--- config.mk ---
export PLATFORM = sky130hd
export DESIGN_NAME = fifo_wr_ptr_full
export DESIGN_NICKNAME = d
export VERILOG_FILES = /design/src/rtl/fifo_wr_ptr_full.sv
export SDC_FILE = /design/constraint.sdc
export NUM_CORES = 1
export LEC_CHECK = 0
export CORE_MARGIN = 2
export CORE_UTILIZATION = 30
export CTS_CLUSTER_DIAMETER = 100
export DETAILED_ROUTE_END_ITERATION = 8
export PLACE_DENSITY = 0.55
export SLEW_MARGIN = 0
export SYNTH_ARGS = -nofsm -noshare
export SYNTH_HDL_FRONTEND = slang
export SYNTH_SLANG_ARGS = --single-unit
--- constraint.sdc ---
create_clock -name clk -period 2.4 [get_ports clk]
set_input_delay 0.6 -clock clk [delete_from_list [all_inputs] [get_ports clk]]
set_output_delay 0.6 -clock clk [all_outputs]
set_load 0.005 [all_outputs]
--- src/rtl/fifo_wr_ptr_full.sv ---
// Write-side pointer and full-flag controller for the async FIFO (write clock domain).
// Optional almost_full output is enabled by defining FIFO_WR_ALMOST_FULL_EN.
module fifo_wr_ptr_full #(
  parameter int ADDR_WIDTH = 4,
  parameter int AF_LEVEL   = 2**ADDR_WIDTH - 1
) (
  input  logic                  clk,
  input  logic                  rst_n,
  input  logic                  push,
  input  logic [ADDR_WIDTH:0]   rd_ptr_gray_sync,
  output logic                  wr_en,
  output logic [ADDR_WIDTH-1:0] wr_addr,
  output logic [ADDR_WIDTH:0]   wr_ptr_gray,
  output logic                  full,
  output logic [ADDR_WIDTH:0]   level,
  output logic                  overflow
`ifdef FIFO_WR_ALMOST_FULL_EN
  ,
  output logic                  almost_full
`endif
);

  logic [ADDR_WIDTH:0] wr_bin;
  logic [ADDR_WIDTH:0] wr_bin_next;
  logic [ADDR_WIDTH:0] wr_gray_next;
  logic [ADDR_WIDTH:0] rd_bin_sync;
  logic [ADDR_WIDTH:0] full_gray;
  logic [ADDR_WIDTH:0] level_next;

  assign wr_en        = push && !full;
  assign wr_addr      = wr_bin[ADDR_WIDTH-1:0];
  assign wr_bin_next  = wr_bin + {{ADDR_WIDTH{1'b0}}, wr_en};
  assign wr_gray_next = wr_bin_next ^ (wr_bin_next >> 1);

  // Each binary bit is the XOR of all Gray bits at or above it.
  always_comb begin
    rd_bin_sync = '0;
    for (int unsigned i = 0; i <= ADDR_WIDTH; i++) begin
      rd_bin_sync[i] = ^(rd_ptr_gray_sync >> i);
    end
  end

  // Full when write pointer is exactly one lap ahead: top two Gray bits inverted.
  assign full_gray  = {~rd_ptr_gray_sync[ADDR_WIDTH:ADDR_WIDTH-1],
                       rd_ptr_gray_sync[ADDR_WIDTH-2:0]};
  assign level_next = wr_bin_next - rd_bin_sync;

  always_ff @(posedge clk or negedge rst_n) begin
    if (!rst_n) begin
      wr_bin      <= '0;
      wr_ptr_gray <= '0;
      full        <= 1'b0;
      level       <= '0;
      overflow    <= 1'b0;
    end else begin
      wr_bin      <= wr_bin_next;
      wr_ptr_gray <= wr_gray_next;
      full        <= (wr_gray_next == full_gray);
      level       <= level_next;
      if (push && full)
        overflow <= 1'b1;
    end
  end

`ifdef FIFO_WR_ALMOST_FULL_EN
  always_ff @(posedge clk or negedge rst_n) begin
    if (!rst_n)
      almost_full <= 1'b0;
    else
      almost_full <= (level_next >= (ADDR_WIDTH+1)'(AF_LEVEL));
  end
`endif

endmodule

Word level (Yosys, flattened, before mapping)
Index checks and enable logic that the tools add are counted.
- register bits after elaboration: 17
- input port bits: 8
- output and inout port bits: 17
- bitwise logic cells: 2
- equality and inequality tests: 1
- add/subtract/negate cells: 2
- reductions and logical operators: 8
- operators with widths (operator ; count):
    $reduce_xor A5 Y1 ; 5
    $add A5 B1 Y5 ; 1
    $eq A5 B5 Y1 ; 1
    $sub A5 B5 Y5 ; 1
    $xor A5 B4 Y5 ; 1
    $logic_and A1 B1 Y1 ; 2
    $not A2 Y2 ; 1
    $logic_not A1 Y1 ; 1

Longest topological paths before layout
Gate-level depths: netlist of run 1.
- depth in word-level cells: 5
- mapped depth: 9
- depth with buffers taken out: 9

Worst setup path before layout of run 1
OpenSTA, ideal clock, no wires.
- path kind: input-to-reg
- from: in rd_ptr_gray_sync[3]
- to: reg level[4]
- data arrival time: 2.437 ns
- cell stages on the path: 9
- setup slack: -0.172 ns
- data required time: 2.265 ns
- library setup time: 0.135 ns
- path through: xnor3_2 -> xor2_1 -> xnor2_1 -> ha_1 -> fa_1 -> inv_1 -> and3_4 -> o32a_1 -> o22ai_1
- cells in the longest elaborated chain, start to end: 2
- elaborated cells on any way between the ends: 5
- those cells by class: 1 x add/sub; 4 x reduce/logical
- ends and longest elaborated chain (what ; RTL line ; source):
    from (decl) ; 10 ; input logic [ADDR_WIDTH:0] rd_ptr_gray_sync,
    $reduce_xor A5 Y1 ; 39 ; rd_bin_sync[i] = ^(rd_ptr_gray_sync >> i);
    $sub A5 B5 Y5 * ; 46 ; assign level_next = wr_bin_next - rd_bin_sync;
    net level_next[4] ; 28 ; logic [ADDR_WIDTH:0] level_next;
    to (signal assigned) ; 59 ; level <= level_next;
    to (decl) ; 15 ; output logic [ADDR_WIDTH:0] level,
Mark *: on every way through the listed nets, which the timed path passes. The rest lies on a longest branch.
A chain may end at the register's enable or synchronous reset.

Final worst setup path of run 1
- from: in push
- to: reg full
- cells in the longest elaborated chain, start to end: 4
- ends and longest elaborated chain (what ; RTL line ; source):
    from (decl) ; 9 ; input logic push,
    $logic_and A1 B1 Y1 ; 30 ; assign wr_en = push && !full;
    $add A5 B1 Y5 ; 32 ; assign wr_bin_next = wr_bin + {{ADDR_WIDTH{1'b0}}, wr_en};
    $xor A5 B4 Y5 ; 33 ; assign wr_gray_next = wr_bin_next ^ (wr_bin_next >> 1);
    $eq A5 B5 Y1 ; 58 ; full <= (wr_gray_next == full_gray);
    to (signal assigned) ; 58 ;
    to (decl) ; 14 ; output logic full,
Every way passes these cells.

==> impl_metrics.json, run 1 <==
{
  "hold_viol": 0,
  "clock_sink_count": 16,
  "cap_viol_max_count": 0,
  "detail_route.vias_per_cell": 4.33,
  "slew-limit-headroom_pct": 77.8,
  "worstHoldPathCells": 1,
  "ys_async_sr_fraction_pct": 100,
  "setup.worst_path.start_class": "primary input",
  "ff2ff_path_depth": 8,
  "floorplan.die.height_um": 60.1,
  "drive_above_1_share_pct": 36.2,
  "die_w_um": 60.1,
  "cts.path.max_buffers": 2,
  "grt_overflow": 0,
  "number_of_pins_exceeding_their_max_slew_limit_in_the_final_report": 0,
  "vias": 740,
  "detail_route.wirelength_um": 2040,
  "pwr-share-seq_pct": 23.4,
  "grt_pass1_wl_um": 3420,
  "util_after_layout_pct": 49.7,
  "port_bufs": 24,
  "yosys_register_bits": 16,
  "h-tree-depth": 1,
  "worstHoldEndpoint": "overflow",
  "count_of_flip_flops_with_a_built_in_enable_after_synthesis": 0,
  "worst_slew_pin_slew_ns": 0.331,
  "end_kind": "flop",
  "crit_type": "in2reg",
  "area_delta_synth_final_pct": 59.4,
  "share_of_the_yosys_chip_area_belonging_to_registers_pct": 42.4,
  "power.clock.fraction_pct": 7.7,
  "synth_top_flop_cell": "dfrtp_1",
  "final.setup_skew_ns": 0.00611,
  "ys.warnings.count": 0,
  "rsz_0062_raised_after_global_routing": "no",
  "floorplan.rows": 20,
  "reg2reg_to": "full",
  "critPathArrivalTime_ns": 2.50,
  "global_route.usage.total_pct": 13.1,
  "mappedNetlistArea_um2": 943,
  "synth_top_area_cell": "dfrtp_1",
  "clk_latency_ns": 0.28,
  "worstHoldStart": "overflow",
  "max_clock_freq_ghz": 0.431,
  "netlist-cell-type-count": 28,
  "avgSynthCellArea_um2": 12.4,
  "post_drt_wl_per_cell_um": 11.9,
  "io-pin-count": 25,
  "p_int_mw": 1.48,
  "outcome": "complete, no violations",
  "antenna_violating_nets_post_route": 0,
  "period_minus_slack_ns": 2.32,
  "dieArea_um2": 3610,
  "synthTopCellsByArea": "dfrtp_1, xnor2_1, xor2_1, ha_1, inv_1",
  "floorplan.core_area_um2": 3030,
  "fin_worst_hold_slack_ns": 0.461,
  "tritoncts": "yes",
  "syn-num-nets": 90,
  "cts_buf_count": 3,
  "synth_most_common_cell": "dfrtp_1",
  "drt_iter0_drc": 8,
  "antenna_violations_before_repair": 0,
  "largest_net_degree_at_the_start_of_global_routing": 17,
  "p_per_area_nw_per_um2": 1510,
  "cts-root-buf": "clkbuf_4",
  "critical_path_required_ns": 2.57,
  "synthTopCellsByCount": "dfrtp_1, xnor2_1, xor2_1",
  "share_comb_of_total_power_pct": 68.9,
  "clkTransAtPathRegs_ns": 0.09,
  "power_spent_charging_and_discharging_nets_mw": 0.799,
  "syn-instance-count": 76,
  "detail_route.drc_violations": 0,
  "fin_crit_sh_pct": 96.8,
  "synth_top_area_share_pct": 42.4,
  "drt_pre_antenna_iters": 5,
  "ctsHoldBuffers": 0,
  "first_global_vias": 760,
  "initial_core_util_pct": 31.2,
  "nets": 142,
  "r2r-start": "full",
  "finalSetupViolCount": 0,
  "power.leakage_nw": 0.693,
  "p_sw_share_pct": 35.1,
  "power.ir.vdd_worst_mv": 0.432,
  "gpl.final_weighted_congestion": 0.751,
  "cp_max_fo": 4,
  "insertedDiodeCount": 0,
  "setup.reg_to_reg.worst_slack_ns": 0.27,
  "hp-class": "reg2reg",
  "hpwl_um": 1630
}
## area by class of cell
cell class | instances | area [um^2]
flip-flops and latches | 16 | 400
repair buffers | 48 | 410
multi-input cells | 51 | 572
inverters | 8 | 30.0
well taps | 44 | 55.1
fillers | 288 | 1520
clock buffers | 4 | 36.3
## what timing repair did
item                                    CTS  global route
buffers inserted                          3             0
pin swaps                                10             4
endpoints found under the setup margin    5             1
resized for setup                        15             4
## critical path, cell delays in order
cell           delay (ns)
dlygate4sd2_1        0.25
nor2b_4              0.14
ha_4                 0.17
ha_4                 0.18
xnor2_4              0.15
buf_4                0.14
xnor2_1              0.13
or3_1                0.38
a2111oi_2            0.35
## cells by family after synthesis
family / count (synthesis) / synth area share (%)
and+or+nand+nor: 11 / 7.16
buffers and inverters: 9 / 3.58
xor gates and xnor gates: 23 / 28.2
DFF: 16 / 42.4
adders and majority gates: 6 / 8.75
AOI/OAI and AO/OA: 11 / 9.81
## sequential cells by signal, summed over array words and instances, names as in the netlist
name,cells
level,5
wr_bin,5
wr_ptr_gray,4
full,1
overflow,1
## power by group through the flow
| stage | clock network, mW | logic, mW | registers, mW |
|---|---|---|---|
| finish | 0.176 | 1.57 | 0.533 |
| global route | 0.197 | 1.72 | 0.555 |
| CTS | 0.189 | 1.58 | 0.536 |
| detailed placement | 0 | 1.46 | 0.537 |
| global placement | 0 | 1.45 | 0.531 |
| floorplan | 0 | 0.800 | 0.531 |
## layout by cell type (no fill, tap or decap), drive strengths merged
master and count:
buf 24, clkdlybuf4s50 20, dfrtp 16, xnor2 11, xor2 9, inv 8, clkbuf 6, ha 5
xnor3 3, nand3 2, nand2 2, a21o 2, nor2b 2, and3 2, a221oi 2, a21boi 1
and3b 1, o211ai 1, o2bb2ai 1, nor3 1, o32a 1, o21ai 1, o22ai 1, or3 1
a2111oi 1, fa 1, dlygate4sd2 1, clkdlybuf4s15 1
## per-stage QoR
stage               TNS [ns]  total power [mW]  instances  instance area [um^2]  setup slack [ns]
finish                     0              2.28        171                  1500            0.0776
global route               0              2.48        171                  1500           0.00528
CTS                        0              2.31        171                  1510           0.00867
detailed placement     -2.46              2.00        164                  1420            -0.650
global placement       -2.38              1.98        164                  1420            -0.621
floorplan             -0.111              1.33         76                   966            -0.111
## metal layers
metal	share of wire (%)	track usage (%)	vias up	wire, um
met4	0	6.67	0	0
met2	54	23.0	14	1100
met3	2.2	1.52	0	45
met5	0	0	-	0
li1	-	-	359	-
met1	44	15.7	367	888
## worst max path at each step
stage	from	to	slack [ns]	cells after the start
4_1_cts	rd_ptr_gray_sync[4]	level[4]	0.009	10
3_3_place_gp	rd_ptr_gray_sync[3]	level[4]	-0.62	10
2_1_floorplan	rd_ptr_gray_sync[3]	level[4]	-0.11	9
6_report	push	full	0.08	9
3_5_place_dp	rd_ptr_gray_sync[3]	level[4]	-0.65	10
5_1_grt	push	full	0.005	9
No activity file was read; power rests on OpenSTA's default activity.
==> inputs of run 2 (changes only) <==
--- a/config.mk
+++ b/config.mk
@@ -9,8 +9,9 @@
 export CORE_UTILIZATION = 30
 export CTS_CLUSTER_DIAMETER = 100
 export DETAILED_ROUTE_END_ITERATION = 8
+export GPL_ROUTABILITY_DRIVEN = 0
 export PLACE_DENSITY = 0.55
-export SLEW_MARGIN = 0
+export SLEW_MARGIN = 20
 export SYNTH_ARGS = -nofsm -noshare
 export SYNTH_HDL_FRONTEND = slang
 export SYNTH_SLANG_ARGS = --single-unit
==> results of run 2 <==
Final layout, timing and power as in run 1 (identical DEF).
==> inputs of run 3 (changes only) <==
--- a/config.mk
+++ b/config.mk
@@ -11,6 +11,8 @@
 export DETAILED_ROUTE_END_ITERATION = 8
 export GPL_ROUTABILITY_DRIVEN = 0
 export PLACE_DENSITY = 0.55
+export RECOVER_POWER = 25
+export SETUP_SLACK_MARGIN = 0.15
 export SLEW_MARGIN = 20
 export SYNTH_ARGS = -nofsm -noshare
 export SYNTH_HDL_FRONTEND = slang
==> run 3 against run 2 <==
  * Setup slack lost 0.031 ns
  * Sequential cell count is the same
  * Clock power is essentially flat
  * Via count shrank 1.5%
  * Sequential power is essentially flat
  * Maximum frequency shrank 1.3%
  * Largest power group unchanged
  * Highest routed layer is now met4
==> impl_metrics.json, run 3 (synthesized netlist as in run 1, its figures left out) <==
{
  "crit_type": "in2reg",
  "cap_viol_max_count": 0,
  "final.setup_skew_ns": 0.00430,
  "hold_viol": 0,
  "power.ir.vdd_worst_mv": 0.586,
  "floorplan.rows": 20,
  "power_spent_charging_and_discharging_nets_mw": 0.863,
  "detail_route.vias_per_cell": 4.26,
  "port_bufs": 24,
  "clk_latency_ns": 0.28,
  "floorplan.die.height_um": 60.1,
  "mostFrequentLayoutCells": "buf_4, clkdlybuf4s50_1, dfrtp_1",
  "share_comb_of_total_power_pct": 70.0,
  "number_of_pins_exceeding_their_max_slew_limit_in_the_final_report": 0,
  "cp_max_fo": 3,
  "detail_route.drc_violations": 0,
  "io-pin-count": 25,
  "critical_path_required_ns": 2.61,
  "setup.worst_path.start_class": "primary input",
  "clkTransAtPathRegs_ns": 0.10,
  "p_per_area_nw_per_um2": 1520,
  "die_w_um": 60.1,
  "area_delta_synth_final_pct": 66.2,
  "grt_overflow": 0,
  "floorplan.core_area_um2": 3030,
  "post_drt_wl_per_cell_um": 12.3,
  "detail_route.wirelength_um": 2110,
  "insertedDiodeCount": 0,
  "cts.path.max_buffers": 2,
  "first_global_vias": 762,
  "global_route.usage.total_pct": 13.4,
  "cts-root-buf": "clkbuf_4",
  "hp-class": "reg2reg",
  "tritoncts": "yes",
  "rsz_0062_raised_after_global_routing": "yes",
  "pwr-share-seq_pct": 22.5,
  "period_minus_slack_ns": 2.35,
  "h-tree-depth": 1,
  "worst_slew_pin_slew_ns": 0.903,
  "ctsHoldBuffers": 0,
  "largestRegisters": "level x5, wr_bin x5, wr_ptr_gray x4",
  "vias": 729,
  "tot_pwr_mw": 2.38,
  "antenna_violating_nets_post_route": 0,
  "drive_above_1_share_pct": 40.2,
  "p_sw_share_pct": 36.3,
  "initial_core_util_pct": 31.2,
  "dpl_worst_slack_ns": -0.663,
  "most_frequent_standard_cell_in_the_layout_excluding_fill_and_tap_cells": "buf_4",
  "finalSetupViolCount": 0,
  "outcome": "complete, no violations",
  "fin_crit_sh_pct": 98.0,
  "max_clock_freq_ghz": 0.425,
  "dieArea_um2": 3610,
  "nets": 142,
  "drt_iter0_drc": 32,
  "power.leakage_nw": 0.716,
  "setup_ws_final_ns": 0.0468,
  "antenna_violations_before_repair": 0,
  "p_int_mw": 1.52,
  "cts_buf_count": 3,
  "grt_pass1_wl_um": 3570,
  "util_after_layout_pct": 51.8,
  "slew-limit-headroom_pct": 39.8,
  "critPathArrivalTime_ns": 2.57,
  "drt_pre_antenna_iters": 2,
  "end_kind": "flop",
  "power.clock.fraction_pct": 7.5,
  "largest_net_degree_at_the_start_of_global_routing": 17,
  "hpwl_um": 1620,
  "clock_sink_count": 16
}
## run 3: final timing paths
check | start | end | slack [ns] | depth (start not counted)
min reg2reg | overflow | overflow | 0.48 | 1
min in group asynchronous | rst_n | wr_bin[1] | 0.95 | 2
max | rd_ptr_gray_sync[3] | level[4] | 0.05 | 10
max reg2reg | full | level[4] | 0.39 | 9
min | overflow | overflow | 0.48 | 1
max in group asynchronous | rst_n | wr_bin[2] | 0.90 | 2
## run 3: critical path, cell delays in order
cell,delay (ns)
buf_6,0.07
xnor3_2,0.44
xor2_2,0.24
xnor2_2,0.15
ha_4,0.16
fa_2,0.23
inv_2,0.04
and3_4,0.13
o32a_1,0.33
o22ai_1,0.16
## run 3: repair_timing
item | 4_1_cts | 5_1_grt
pin swaps | 10 | 7
gates resized for setup | 27 | 5
setup buffers | 1 | 1
endpoints found under the setup margin | 6 | 1
## run 3: metal layers
| metal | vias up | track usage (%) | routed length [um] |
|---|---|---|---|
| met5 | - | 0 | 0 |
| met4 | 0 | 6.67 | 27 |
| met3 | 2 | 0.649 | 47 |
| met2 | 14 | 23.8 | 1120 |
| met1 | 351 | 16.5 | 914 |
| li1 | 362 | - | - |
## run 3: layout make-up
cell class,count,area [um^2]
Clock buffer,4,36.3
Fill cell,265,1460
Inverter,8,30.0
Multi-Input combinational cell,51,631
Sequential cell,16,400
Tap cell,44,55.1
Timing Repair Buffer,48,415
## run 3: power groups by stage
stage | clock [mW] | combinational, mW | sequential [mW]
after floorplan | 0 | 0.823 | 0.530
after global placement | 0 | 1.49 | 0.531
after detailed placement | 0 | 1.50 | 0.534
after CTS | 0.189 | 1.67 | 0.536
after global routing | 0.194 | 1.83 | 0.559
final | 0.179 | 1.66 | 0.535
## run 3: per-stage QoR
step	instances	instance area, um^2	hold slack, ns	TNS, ns
final	171	1570	0.476	0
after global routing	171	1570	0.493	-0.00833
after CTS	170	1550	0.487	0
after detailed placement	165	1430	0.464	-2.40
after global placement	165	1430	0.439	-2.38
after floorplan	76	972	0.304	-0.111
